==> config.mk <==
export PLATFORM = sky130hd
export DESIGN_NAME = iq_impair_flat
export DESIGN_NICKNAME = d
export VERILOG_FILES = /design/src/rtl/iq_impair_if.sv /design/src/rtl/iq_impair.sv /design/src/flat_wrapper.sv
export SDC_FILE = /design/constraint.sdc
export NUM_CORES = 1
export LEC_CHECK = 0
export ABC_AREA = 1
export BUFFER_PORTS_ARGS = -buffer_cell sky130_fd_sc_hd__buf_4
export CAP_MARGIN = 25
export CORE_ASPECT_RATIO = 0.6
export CORE_MARGIN = 8
export CORE_UTILIZATION = 25
export CTS_CLUSTER_SIZE = 25
export DETAILED_ROUTE_END_ITERATION = 10
export HOLD_SLACK_MARGIN = 0.03
export PLACE_DENSITY = 0.38
export SLEW_MARGIN = 20
export SYNTH_ARGS = -nofsm -noshare
export SYNTH_HDL_FRONTEND = slang
export SYNTH_SLANG_ARGS = --single-unit
==> constraint.sdc <==
create_clock -name clk -period 8.65 [get_ports clk]
set_clock_uncertainty 0.1 [all_clocks]
set_input_delay 1.2975 -clock clk [delete_from_list [all_inputs] [get_ports clk]]
set_output_delay 1.2975 -clock clk [all_outputs]
set_load 0.01 [all_outputs]
==> src/rtl/iq_impair_if.sv <==
// Sample/coefficient bus for the IQ impairment block.
// The master drives samples and coefficients; the slave returns the impaired samples and status.
interface iq_impair_if;
  logic       en;
  logic       in_valid;
  logic [3:0] Ii;
  logic [3:0] Qi;
  logic       load;
  logic [7:0] gain_in;
  logic [7:0] phase_in;
  logic [3:0] dc_i_in;
  logic [3:0] dc_q_in;
  logic [3:0] Ix;
  logic [3:0] Qx;
  logic       out_valid;
  logic [7:0] sat_cnt;
  logic       coeff_ack;

  modport master (
    output en, in_valid, Ii, Qi, load, gain_in, phase_in, dc_i_in, dc_q_in,
    input  Ix, Qx, out_valid, sat_cnt, coeff_ack
  );

  modport slave (
    input  en, in_valid, Ii, Qi, load, gain_in, phase_in, dc_i_in, dc_q_in,
    output Ix, Qx, out_valid, sat_cnt, coeff_ack
  );
endinterface

==> src/rtl/iq_impair.sv <==
// Two-stage IQ impairment model: gain/phase imbalance on Q, then DC offset on both rails,
// saturating arithmetic and offset-binary (ADC style) output with a sticky clip counter.
module iq_impair (
  input  logic          clk,
  input  logic          RESETn,
  iq_impair_if.slave    bus
);

  localparam int unsigned SW    = 4;
  localparam int unsigned CW    = 8;
  localparam int unsigned PW    = 14;
  localparam int unsigned SHIFT = 6;
  localparam int unsigned CNTW  = 8;
  localparam int          RND   = 32;

  localparam logic signed [PW-1:0]   SMAX    = PW'(7);
  localparam logic signed [PW-1:0]   SMIN    = PW'(-8);
  localparam logic        [CNTW-1:0] CNT_MAX = {CNTW{1'b1}};

  // Clamp a wide signed value to the 4-bit sample range
  function automatic logic signed [SW-1:0] sat_s(input logic signed [PW-1:0] x);
    if (x > SMAX)      sat_s = SW'(SMAX);
    else if (x < SMIN) sat_s = SW'(SMIN);
    else               sat_s = SW'(x);
  endfunction

  function automatic logic ovf_s(input logic signed [PW-1:0] x);
    ovf_s = (x > SMAX) || (x < SMIN);
  endfunction

  // Active coefficient set
  logic signed [CW-1:0] r_gain;
  logic signed [CW-1:0] r_phase;
  logic signed [SW-1:0] r_dc_i;
  logic signed [SW-1:0] r_dc_q;

  // Stage-1 pipeline registers (dc travels with the sample so each sample sees one coefficient set)
  logic                 r_v1;
  logic signed [SW-1:0] r_im;
  logic signed [SW-1:0] r_qm;
  logic                 r_sat1;
  logic signed [SW-1:0] r_dc_i_s1;
  logic signed [SW-1:0] r_dc_q_s1;

  // Output registers
  logic            r_out_valid;
  logic [SW-1:0]   r_ix;
  logic [SW-1:0]   r_qx;
  logic [CNTW-1:0] r_sat_cnt;
  logic            r_coeff_ack;

  logic                 w_accept;
  logic signed [SW-1:0] w_ii;
  logic signed [SW-1:0] w_qi;
  logic signed [PW-1:0] w_acc;
  logic signed [PW-1:0] w_qm_full;
  logic signed [SW-1:0] w_qm;
  logic                 w_sat1;
  logic signed [PW-1:0] w_io_full;
  logic signed [PW-1:0] w_qo_full;
  logic signed [SW-1:0] w_io;
  logic signed [SW-1:0] w_qo;
  logic                 w_sat2;
  logic                 w_count;

  assign w_accept = bus.en & bus.in_valid;
  assign w_ii     = signed'(bus.Ii);
  assign w_qi     = signed'(bus.Qi);

  // Stage-1 arithmetic: rounded Q correction, arithmetic shift gives floor semantics
  always_comb begin
    w_acc     = PW'(r_gain) * PW'(w_qi) + PW'(r_phase) * PW'(w_ii) + PW'(RND);
    w_qm_full = PW'(w_qi) + (w_acc >>> SHIFT);
    w_qm      = sat_s(w_qm_full);
    w_sat1    = ovf_s(w_qm_full);
  end

  // Stage-2 arithmetic: DC offset add with saturation
  always_comb begin
    w_io_full = PW'(r_im) + PW'(r_dc_i_s1);
    w_qo_full = PW'(r_qm) + PW'(r_dc_q_s1);
    w_io      = sat_s(w_io_full);
    w_qo      = sat_s(w_qo_full);
    w_sat2    = ovf_s(w_io_full) | ovf_s(w_qo_full);
    w_count   = r_v1 & (r_sat1 | w_sat2);
  end

  always_ff @(posedge clk or negedge RESETn) begin
    if (!RESETn) begin
      r_gain  <= '0;
      r_phase <= '0;
      r_dc_i  <= '0;
      r_dc_q  <= '0;
    end else if (bus.load) begin
      r_gain  <= signed'(bus.gain_in);
      r_phase <= signed'(bus.phase_in);
      r_dc_i  <= signed'(bus.dc_i_in);
      r_dc_q  <= signed'(bus.dc_q_in);
    end
  end

  always_ff @(posedge clk or negedge RESETn) begin
    if (!RESETn) begin
      r_v1      <= 1'b0;
      r_im      <= '0;
      r_qm      <= '0;
      r_sat1    <= 1'b0;
      r_dc_i_s1 <= '0;
      r_dc_q_s1 <= '0;
    end else begin
      r_v1 <= w_accept;
      if (w_accept) begin
        r_im      <= w_ii;
        r_qm      <= w_qm;
        r_sat1    <= w_sat1;
        r_dc_i_s1 <= r_dc_i;
        r_dc_q_s1 <= r_dc_q;
      end
    end
  end

  // Offset-binary conversion is an MSB flip of the two's-complement result
  always_ff @(posedge clk or negedge RESETn) begin
    if (!RESETn) begin
      r_out_valid <= 1'b0;
      r_ix        <= SW'(8);
      r_qx        <= SW'(8);
    end else begin
      r_out_valid <= r_v1;
      if (r_v1) begin
        r_ix <= {~w_io[SW-1], w_io[SW-2:0]};
        r_qx <= {~w_qo[SW-1], w_qo[SW-2:0]};
      end
    end
  end

  // Clip counter: load clears with priority over a coincident count
  always_ff @(posedge clk or negedge RESETn) begin
    if (!RESETn) begin
      r_sat_cnt   <= '0;
      r_coeff_ack <= 1'b0;
    end else begin
      r_coeff_ack <= bus.load;
      if (bus.load)
        r_sat_cnt <= '0;
      else if (w_count && (r_sat_cnt != CNT_MAX))
        r_sat_cnt <= r_sat_cnt + CNTW'(1);
    end
  end

  assign bus.Ix        = r_ix;
  assign bus.Qx        = r_qx;
  assign bus.out_valid = r_out_valid;
  assign bus.sat_cnt   = r_sat_cnt;
  assign bus.coeff_ack = r_coeff_ack;

endmodule

==> src/flat_wrapper.sv <==
// flat-port wrapper written by rule: the top's interface ports become plain ports
module iq_impair_flat 
  (clk, RESETn, bus_en, bus_in_valid, bus_Ii, bus_Qi, bus_load, bus_gain_in, bus_phase_in, bus_dc_i_in, bus_dc_q_in, bus_Ix, bus_Qx, bus_out_valid, bus_sat_cnt, bus_coeff_ack);
  iq_impair_if bus_i ();
  input  logic clk;
  input  logic RESETn;
  input wire logic [$bits(bus_i.en)-1:0] bus_en;
  input wire logic [$bits(bus_i.in_valid)-1:0] bus_in_valid;
  input wire logic [$bits(bus_i.Ii)-1:0] bus_Ii;
  input wire logic [$bits(bus_i.Qi)-1:0] bus_Qi;
  input wire logic [$bits(bus_i.load)-1:0] bus_load;
  input wire logic [$bits(bus_i.gain_in)-1:0] bus_gain_in;
  input wire logic [$bits(bus_i.phase_in)-1:0] bus_phase_in;
  input wire logic [$bits(bus_i.dc_i_in)-1:0] bus_dc_i_in;
  input wire logic [$bits(bus_i.dc_q_in)-1:0] bus_dc_q_in;
  output wire logic [$bits(bus_i.Ix)-1:0] bus_Ix;
  output wire logic [$bits(bus_i.Qx)-1:0] bus_Qx;
  output wire logic [$bits(bus_i.out_valid)-1:0] bus_out_valid;
  output wire logic [$bits(bus_i.sat_cnt)-1:0] bus_sat_cnt;
  output wire logic [$bits(bus_i.coeff_ack)-1:0] bus_coeff_ack;
  assign bus_i.en = bus_en;
  assign bus_i.in_valid = bus_in_valid;
  assign bus_i.Ii = bus_Ii;
  assign bus_i.Qi = bus_Qi;
  assign bus_i.load = bus_load;
  assign bus_i.gain_in = bus_gain_in;
  assign bus_i.phase_in = bus_phase_in;
  assign bus_i.dc_i_in = bus_dc_i_in;
  assign bus_i.dc_q_in = bus_dc_q_in;
  assign bus_Ix = bus_i.Ix;
  assign bus_Qx = bus_i.Qx;
  assign bus_out_valid = bus_i.out_valid;
  assign bus_sat_cnt = bus_i.sat_cnt;
  assign bus_coeff_ack = bus_i.coeff_ack;
  iq_impair u_core (.clk(clk), .RESETn(RESETn), .bus(bus_i));
endmodule
Yosys cells after proc, flatten, opt, wreduce, memory -nomap -nowiden. Cells that the tools add are included.

Add/subtract/negate cells: 6. $mul: 2. Divide/modulo/power cells: 0. Magnitude comparators: 6. Equality and inequality tests: 1. Shift operators: 0. Multiplexer cells: 8. Bitwise logic cells: 6. Reduce and logical (&&, ||, !) cells: 5.

Operators with widths (number): 14-bit by 4-bit greater-than comparator with 1-bit output (second input constant) (3); 14-bit by 4-bit less-than comparator with 1-bit output (second input constant) (3); 8-bit by 4-bit multiplier with 12-bit output (2); 4-bit 2-to-1 mux (6); 8-bit 2-to-1 mux (2); 14-bit adder (1); 14-bit by 7-bit adder with 14-bit output (second input constant) (1); 4-bit by 4-bit adder with 5-bit output (2); 4-bit by 8-bit adder with 9-bit output (1); 8-bit by 1-bit adder with 8-bit output (second input constant) (1); 8-bit inequality test (second input constant) (1); 1-bit logical OR (3); 1-bit bitwise AND (2); 1-bit NOT (2); 1-bit bitwise OR (2); 2-bit nonzero test (1); 1-bit logical AND (1).

Register bits after elaboration: 60. Latch bits: 0. Memory bits (writable): 0. Bits in read-only memories: 0. Input bits: 37. Output and inout bits: 18. Logic and storage cells: 49. Memories kept: 0.

Longest topological paths before layout. Gate-level depths: netlist of the first run.

Depth after elaboration: 9. Mapped depth: 39. Gate-level depth less buffers: 38.

Worst setup path after synthesis of the first run. No wires, ideal clock.

Path type: input to register. Start: input port bus_Ii[2]. End: register u_core.r_qm[0]. Library setup time: 0.118 ns. Arrival time: 6.902 ns. Data required time: 8.432 ns. Setup slack: 1.530 ns. Stages: 33. Buffers on the path: 1. Cells stage by stage: clkbuf_1 -> nand2_1 -> fa_1 -> fa_1 -> inv_1 -> fa_1 -> ha_1 -> inv_1 -> fa_1 -> nor2_1 -> a211o_1 -> a21oi_1 -> o21ai_0 -> xor2_1 -> ha_1 -> ha_1 -> nand2_1 -> nor2_1 -> a221oi_1 -> nand2_1 -> xor2_1 -> ha_1 -> a21oi_1 -> nor2_1 -> nor2_1 -> nand2_1 -> nand2_1 -> nand2_1 -> o21bai_4 -> nand2_1 -> nand2_1 -> nand2_1 -> nand2_1.

Longest elaborated chain between the ends: 7. Elaborated cells on any way between the ends: 8. Those cells by class: add/sub: 3; mul: 1; order compare: 2; mux: 2.

RTL lines: start, declared (line flat_wrapper.sv:9) `input wire logic [$bits(bus_i.Ii)-1:0] bus_Ii;`; 8-bit by 4-bit multiplier with 12-bit output (*) (line iq_impair.sv:72) `w_acc = PW'(r_gain) * PW'(w_qi) + PW'(r_phase) * PW'(w_ii) + PW'(RND);`; 14-bit adder (*) (line iq_impair.sv:72); 14-bit by 7-bit adder with 14-bit output (*) (line iq_impair.sv:72); 4-bit by 8-bit adder with 9-bit output (*) (line iq_impair.sv:73) `w_qm_full = PW'(w_qi) + (w_acc >>> SHIFT);`; 14-bit by 4-bit less-than comparator with 1-bit output (line iq_impair.sv:23) `else if (x < SMIN) sat_s = SW'(SMIN);`; 4-bit 2-to-1 mux (line iq_impair.sv:23); 4-bit 2-to-1 mux (*) (line iq_impair.sv:22) `if (x > SMAX) sat_s = SW'(SMAX);`; end signal, assigned (line iq_impair.sv:114) `r_qm <= w_qm;`; end, declared (line iq_impair.sv:40) `logic signed [SW-1:0] r_qm;`.

Mark *: on every way between the ends. The rest lies on a longest branch, timed or not. A chain may end at the register's enable or synchronous reset.

Worst setup path in the final report of the first run. Ends and elaborated chain as after synthesis.

==> results of run 1 <==
## worst max-delay path: cells and delay by family
kind	cells	cell delay (ns)
compound gates	6	1.22
xor+xnor	2	0.43
fa+ha+maj	8	3.10
buf+inv	3	0.24
simple gates	14	1.08
## layout by cell type (no fill, tap or decap), types with 5 or more instances in the layout
cell type  count
a21oi_1       36
buf_4         54
clkbuf_16      9
dfrtp_1       58
fa_1          37
ha_1          86
inv_1        145
inv_2          5
nand2_1      242
nand2_2        6
nand3_1       24
nand4_1        7
nor2_1        49
o21ai_0       36
xnor2_1       10
xor2_1        21
## layout make-up
cell class | instances | area share [%]
clock inverter | 2 | 0.487
tap | 322 | 5.61
sequential | 60 | 20.9
timing repair buffer | 54 | 5.64
inverter | 152 | 7.94
multi-input combinational | 589 | 55.8
clock buffer | 12 | 3.57
## through the flow
step	hold slack [ns]	instances	util (%)
2_1_floorplan	0.255	816	-
3_3_place_gp	0.366	1177	28.5
4_1_cts	0.379	1191	29.7
5_1_grt	0.407	1191	29.7
3_5_place_dp	0.368	1177	28.5
6_report	0.372	1191	29.7
## how the worst max path moves through the flow
stage | slack [ns] | startpoint | end
floorplan | 1.53 | bus_Ii[2] | u_core.r_qm[0]
global placement | 0.98 | bus_Ii[2] | u_core.r_qm[3]
detailed placement | 1.04 | bus_Ii[2] | u_core.r_qm[2]
CTS | 1.39 | bus_Ii[2] | u_core.r_qm[0]
global route | 0.76 | bus_Ii[2] | u_core.r_qm[2]
finish | 1.37 | bus_Ii[2] | u_core.r_qm[0]
## synth_stat cells
cell type | n | area (µm²)
a211o_1 | 1 | 8.76
a211oi_1 | 1 | 7.51
a21o_1 | 3 | 22.5
a21oi_1 | 36 | 180
a221oi_1 | 2 | 17.5
a22oi_1 | 1 | 7.51
a31o_2 | 1 | 8.76
a31oi_1 | 2 | 12.5
and2_1 | 1 | 6.26
buf_2 | 1 | 5.00
buf_4 | 3 | 22.5
clkbuf_1 | 11 | 41.3
clkinv_1 | 2 | 7.51
dfrtp_1 | 58 | 1450
dfstp_2 | 2 | 52.6
fa_1 | 37 | 741
ha_1 | 86 | 1080
inv_1 | 145 | 544
inv_2 | 5 | 18.8
nand2_1 | 242 | 908
nand2_2 | 6 | 37.5
nand2_4 | 1 | 11.3
nand3_1 | 24 | 120
nand3_2 | 1 | 10.0
nand3b_1 | 1 | 7.51
nand4_1 | 7 | 43.8
nor2_1 | 49 | 184
nor2_2 | 1 | 6.26
nor3_1 | 4 | 20.0
nor3b_1 | 2 | 15.0
o2111ai_1 | 1 | 8.76
o211a_1 | 1 | 10.0
o211ai_1 | 1 | 7.51
o21ai_0 | 36 | 180
o21bai_1 | 3 | 22.5
o21bai_4 | 1 | 18.8
o311ai_0 | 1 | 8.76
o31ai_1 | 1 | 7.51
or2_2 | 4 | 25.0
xnor2_1 | 10 | 87.6
xor2_1 | 21 | 184
## registers in the layout, summed over array words and instances, names as in the netlist
register              count
u_core.r_dc_q             4
u_core.r_dc_i_s1          4
u_core.r_qm               4
u_core.r_im               4
u_core.bus.sat_cnt        8
u_core.bus.Qx             4
u_core.r_v1               1
u_core.bus.out_valid      1
u_core.r_dc_i             4
u_core.r_dc_q_s1          4
u_core.r_sat1             1
u_core.bus.Ix             4
u_core.r_gain             8
u_core.bus.coeff_ack      1
u_core.r_phase            8
## routing by layer
metal  vias to the layer above  share of wire [%]
met4                         0               0.14
li1                       2640                  -
met3                         4                5.0
met1                      2247                 59
met2                        77                 36
met5                         -                  0
## logic make-up after synthesis
| kind of cell | after synthesis | share of synthesized area (%) |
|---|---|---|
| buf+inv | 167 | 10.4 |
| xor+xnor | 31 | 4.41 |
| flops | 60 | 24.4 |
| compound gates | 92 | 8.60 |
| simple gates | 343 | 22.7 |
| fa+ha+maj | 123 | 29.5 |
==> impl_metrics.yaml, run 1 <==
outcome:
  status: "finished, final reports clean"
worst_setup_path:
  cp_max_fo: 9
  start_kind: "primary input"
  worstPathRequired_ns: 8.76
  r2r_setup_slack_ns: 1.85
  worstRegToRegCells: 33
  cp_data_arrival_time_ns: 7.40
  critPathMaxStageDelay_ns: 0.54
  r2r-end: "u_core.r_qm[0]"
  cpMaxStageDelayCell: "fa_1"
  critPathKind: "primary input to register"
  end_kind: "register"
  worst_path_most_repeated_cell: "nand2_1"
  r2r-start: "u_core.r_phase[0]"
floorplan:
  die-area_um2: 30100
  fp.dieW_um: 219
  start_util_pct: 25.5
  std_cell_rows: 44
  io_pins: 55
  die_height_um: 138
  fp.coreArea_um2: 24200
clocking:
  clk_pin_slew_ns: 0.05
  cts.repair.resized: 0
  holdBufCountCts: 0
  insertion_delay_ns: 0.33
  htreeDepth: 3
  clockBufferDepth: 2
  cts_setup_buffers: 0
  cts_tree: "yes"
  clock_sinks: 60
  clk_root_buffer_cell: "clkbuf_16"
  numCtsBuffers: 9
finish:
  layout.nets: 1026
  fin_area_um2: 7190
  seqCellArea_um2: 1500
  drive_above_1_share_pct: 10.2
  n_antenna_cell: 0
  multiInputGateArea_um2: 4010
  syn_to_final_growth_pct: 16.7
  fillers: 2666
routing:
  vias_per_cell: 4.17
  drt-total-wl_um: 16100
  drtIter0Drc: 298
  drt-wirelength-per-cell_um: 13.5
  drc: 0
  ant_nets: 0
  num_vias: 4968
  first_pass_iters: 5
synthesis:
  ys_seq_elements: 60
  synth.distinct_cells: 41
  yosysSeqAreaShare_pct: 24.4
  synth_fp_nets: 976
  syn_inst: 816
  syn_avg_cell_area_um2: 7.54
  synth-warning-count: 0
  synth_area_um2: 6160
global_routing:
  busiest_layer: "met1"
  use_met1_pct: 18.3
  grt-ovfl-total: 0
  grt_usage_pct: 11.5
  use_met3_pct: 2.83
  grt_pass1_vias: 5121
  grt_pass1_wl_um: 27200
  grt_max_degree: 61
  use_met2_pct: 15.1
  antenna_found_initial: 0
timing:
  setup_tns_ns: 0
  maxSlewViolCount: 0
  hold_violations: 0
  worst_pin_slew_ns: 0.835
  finalCritPeriodShare_pct: 84.2
  rsz0062_at_grt: "no"
  setup_viol: 0
  max_freq_mhz: 137
  fin_ws_ns: 1.37
  min_period_ns: 7.28
  max_slew_margin_pct: 44.2
place:
  place_area_um2: 6900
  post-place-ws_ns: 1.04
  gp_congestion: 0.788
  portBuffers: 54
  hpwl_um: 13100
min_path:
  hold_class: "register to register"
  min_from: "u_core.bus.Qx[3]"
  hold_path_end: "u_core.bus.Qx[3]"
  holdPathStages: 2
flow_run:
  maxCapViolCount: 0
Power of run 1 is not shown: default switching activity piles up to over one toggle a cycle in this logic, so the estimate is an artifact.
==> run 2, diff against run 1 <==
PLACE_DENSITY = 0.4   (was 0.38)
clock period = 6.3 ns   (was 8.65 ns; I/O delays follow)
==> run 2 against run 1 <==
Against the previous run: sequential cell count unchanged; utilization increased by 4.9 points; routed wire length increased by 4.4%; setup slack got worse by 1.4 ns; die area unchanged; via count increased by 6.5%; design area increased by 16%; hold slack got worse by 0.0014 ns; critical path type unchanged; critical path depth increased by 1.
==> impl_metrics.yaml, run 2 (same netlist as run 1, synthesis figures left out) <==
routing:
  drt-total-wl_um: 16800
  wl_met1_um: 9700
  vias_per_cell: 4.08
  dr_wl_met2_um: 6450
  wl_met3_um: 597
  num_vias: 5289
  first_pass_iters: 4
  drt-wirelength-per-cell_um: 13.0
  drtIter0Drc: 224
  ant_nets: 0
  drc: 0
  highest_layer: "met4"
finish:
  final_common_cell: "nand2_1"
  layout.nets: 1128
  final_util_pct: 34.6
  fin_area_um2: 8370
  n_antenna_cell: 0
  final_cell_mix: "nand2_1 (219), buf_4 (150), inv_1 (137), ha_1 (72), dfrtp_1 (58)"
  drive_above_1_share_pct: 27.9
  syn_to_final_growth_pct: 36.0
min_path:
  holdPathStages: 2
  hold_path_end: "u_core.bus.Ix[3]"
  min_from: "u_core.bus.Ix[3]"
  hold_class: "register to register"
worst_setup_path:
  worstRegToRegCells: 33
  r2r_setup_slack_ns: 0.22
  worst_path_most_repeated_cell: "nand2_1"
  cpMaxStageDelayCell: "fa_1"
  worstPathRequired_ns: 6.49
  start_kind: "primary input"
  critPathMaxStageDelay_ns: 0.57
  r2r-start: "u_core.r_phase[0]"
  cp_data_arrival_time_ns: 6.48
  cp_max_fo: 5
  cp_top_family: "adder cells"
  r2r-end: "u_core.r_sat1"
  critPathKind: "primary input to register"
  end_kind: "register"
  crit_buf_inv: 4
timing:
  worst_pin_slew_ns: 0.823
  min_period_ns: 6.29
  maxSlewViolCount: 0
  holdWs_ns: 0.371
  hold_violations: 0
  max_slew_margin_pct: 45.2
  finalCritPeriodShare_pct: 99.8
  rsz0062_at_grt: "yes"
  max_freq_mhz: 159
  fin_ws_ns: 0.0104
  setup_viol: 0
floorplan:
  io_pins: 55
  start_util_pct: 25.5
  std_cell_rows: 44
  die_height_um: 138
  die-area_um2: 30100
  fp.coreArea_um2: 24200
  fp.dieW_um: 219
global_routing:
  antenna_found_initial: 0
  grt_usage_pct: 12.0
  grt-ovfl-total: 0
  grt_pass1_wl_um: 28500
  grt_max_degree: 61
  grt_pass1_vias: 5326
place:
  gp_congestion: 0.787
  place_area_um2: 7720
  portBuffers: 54
  post-place-ws_ns: -0.451
  hpwl_um: 13600
clocking:
  htreeDepth: 3
  clockBufferDepth: 2
  clock_sinks: 60
  holdBufCountCts: 0
  insertion_delay_ns: 0.36
  clk_pin_slew_ns: 0.06
  numCtsBuffers: 9
  clk_root_buffer_cell: "clkbuf_16"
  cts_tree: "yes"
outcome:
  status: "finished, final reports clean"
flow_run:
  maxCapViolCount: 0
## run 2: changes by cell type in the layout (fill, tap and decap cells not counted), sizes merged
cell and change:
bufinv -1, buf +102, clkinv +3, clkbuf -3, clkinvlp +3
## run 2: timing repair
item,4_1_cts,5_1_grt
setup buffers,1,6
pin swaps,13,42
setup endpoints to repair,5,5
endpoints found under the hold margin,0,0
resized for setup,12,69
## run 2: how the worst max path moves through the flow
stage | startpoint | endpoint | slack, ns | cells past startpoint
final | bus_Qi[1] | u_core.r_sat1 | 0.01 | 34
after detailed placement | bus_Qi[3] | u_core.r_sat1 | -0.45 | 34
after global placement | bus_Ii[3] | u_core.r_qm[0] | -0.48 | 36
after global routing | bus_Ii[1] | u_core.r_qm[2] | -0.29 | 33
after CTS | bus_Ii[3] | u_core.r_qm[2] | 0.008 | 33
after floorplan | bus_Qi[1] | u_core.r_qm[0] | -0.00007 | 34
## run 2: stage by stage
step | setup TNS, ns | instances
2_1_floorplan | -0.0000706 | 816
3_3_place_gp | -2.27 | 1272
3_5_place_dp | -2.20 | 1272
4_1_cts | 0 | 1289
5_1_grt | -1.31 | 1295
6_report | 0 | 1295
## run 2: layer usage
metal	vias up	global-route usage (%)
met4	0	1.67
met3	10	3.00
met1	2384	18.7
met2	52	16.3
met5	-	0
li1	2843	-
## run 2: area by class of cell
cell class	count	area [µm²]
fill	2560	15800
tap	322	403
sequential	60	1500
inverter	152	577
clock buffer	9	225
clock inverter	7	51.3
timing repair buffer	156	1210
multi-input combinational	589	4390
## run 2: worst min-delay path, cell delays in order (launching register included)
cell     delay, ns
dfstp_2       0.37
nand2_1       0.05
nand2_1       0.05
Power of run 2 is left out for the same reason.
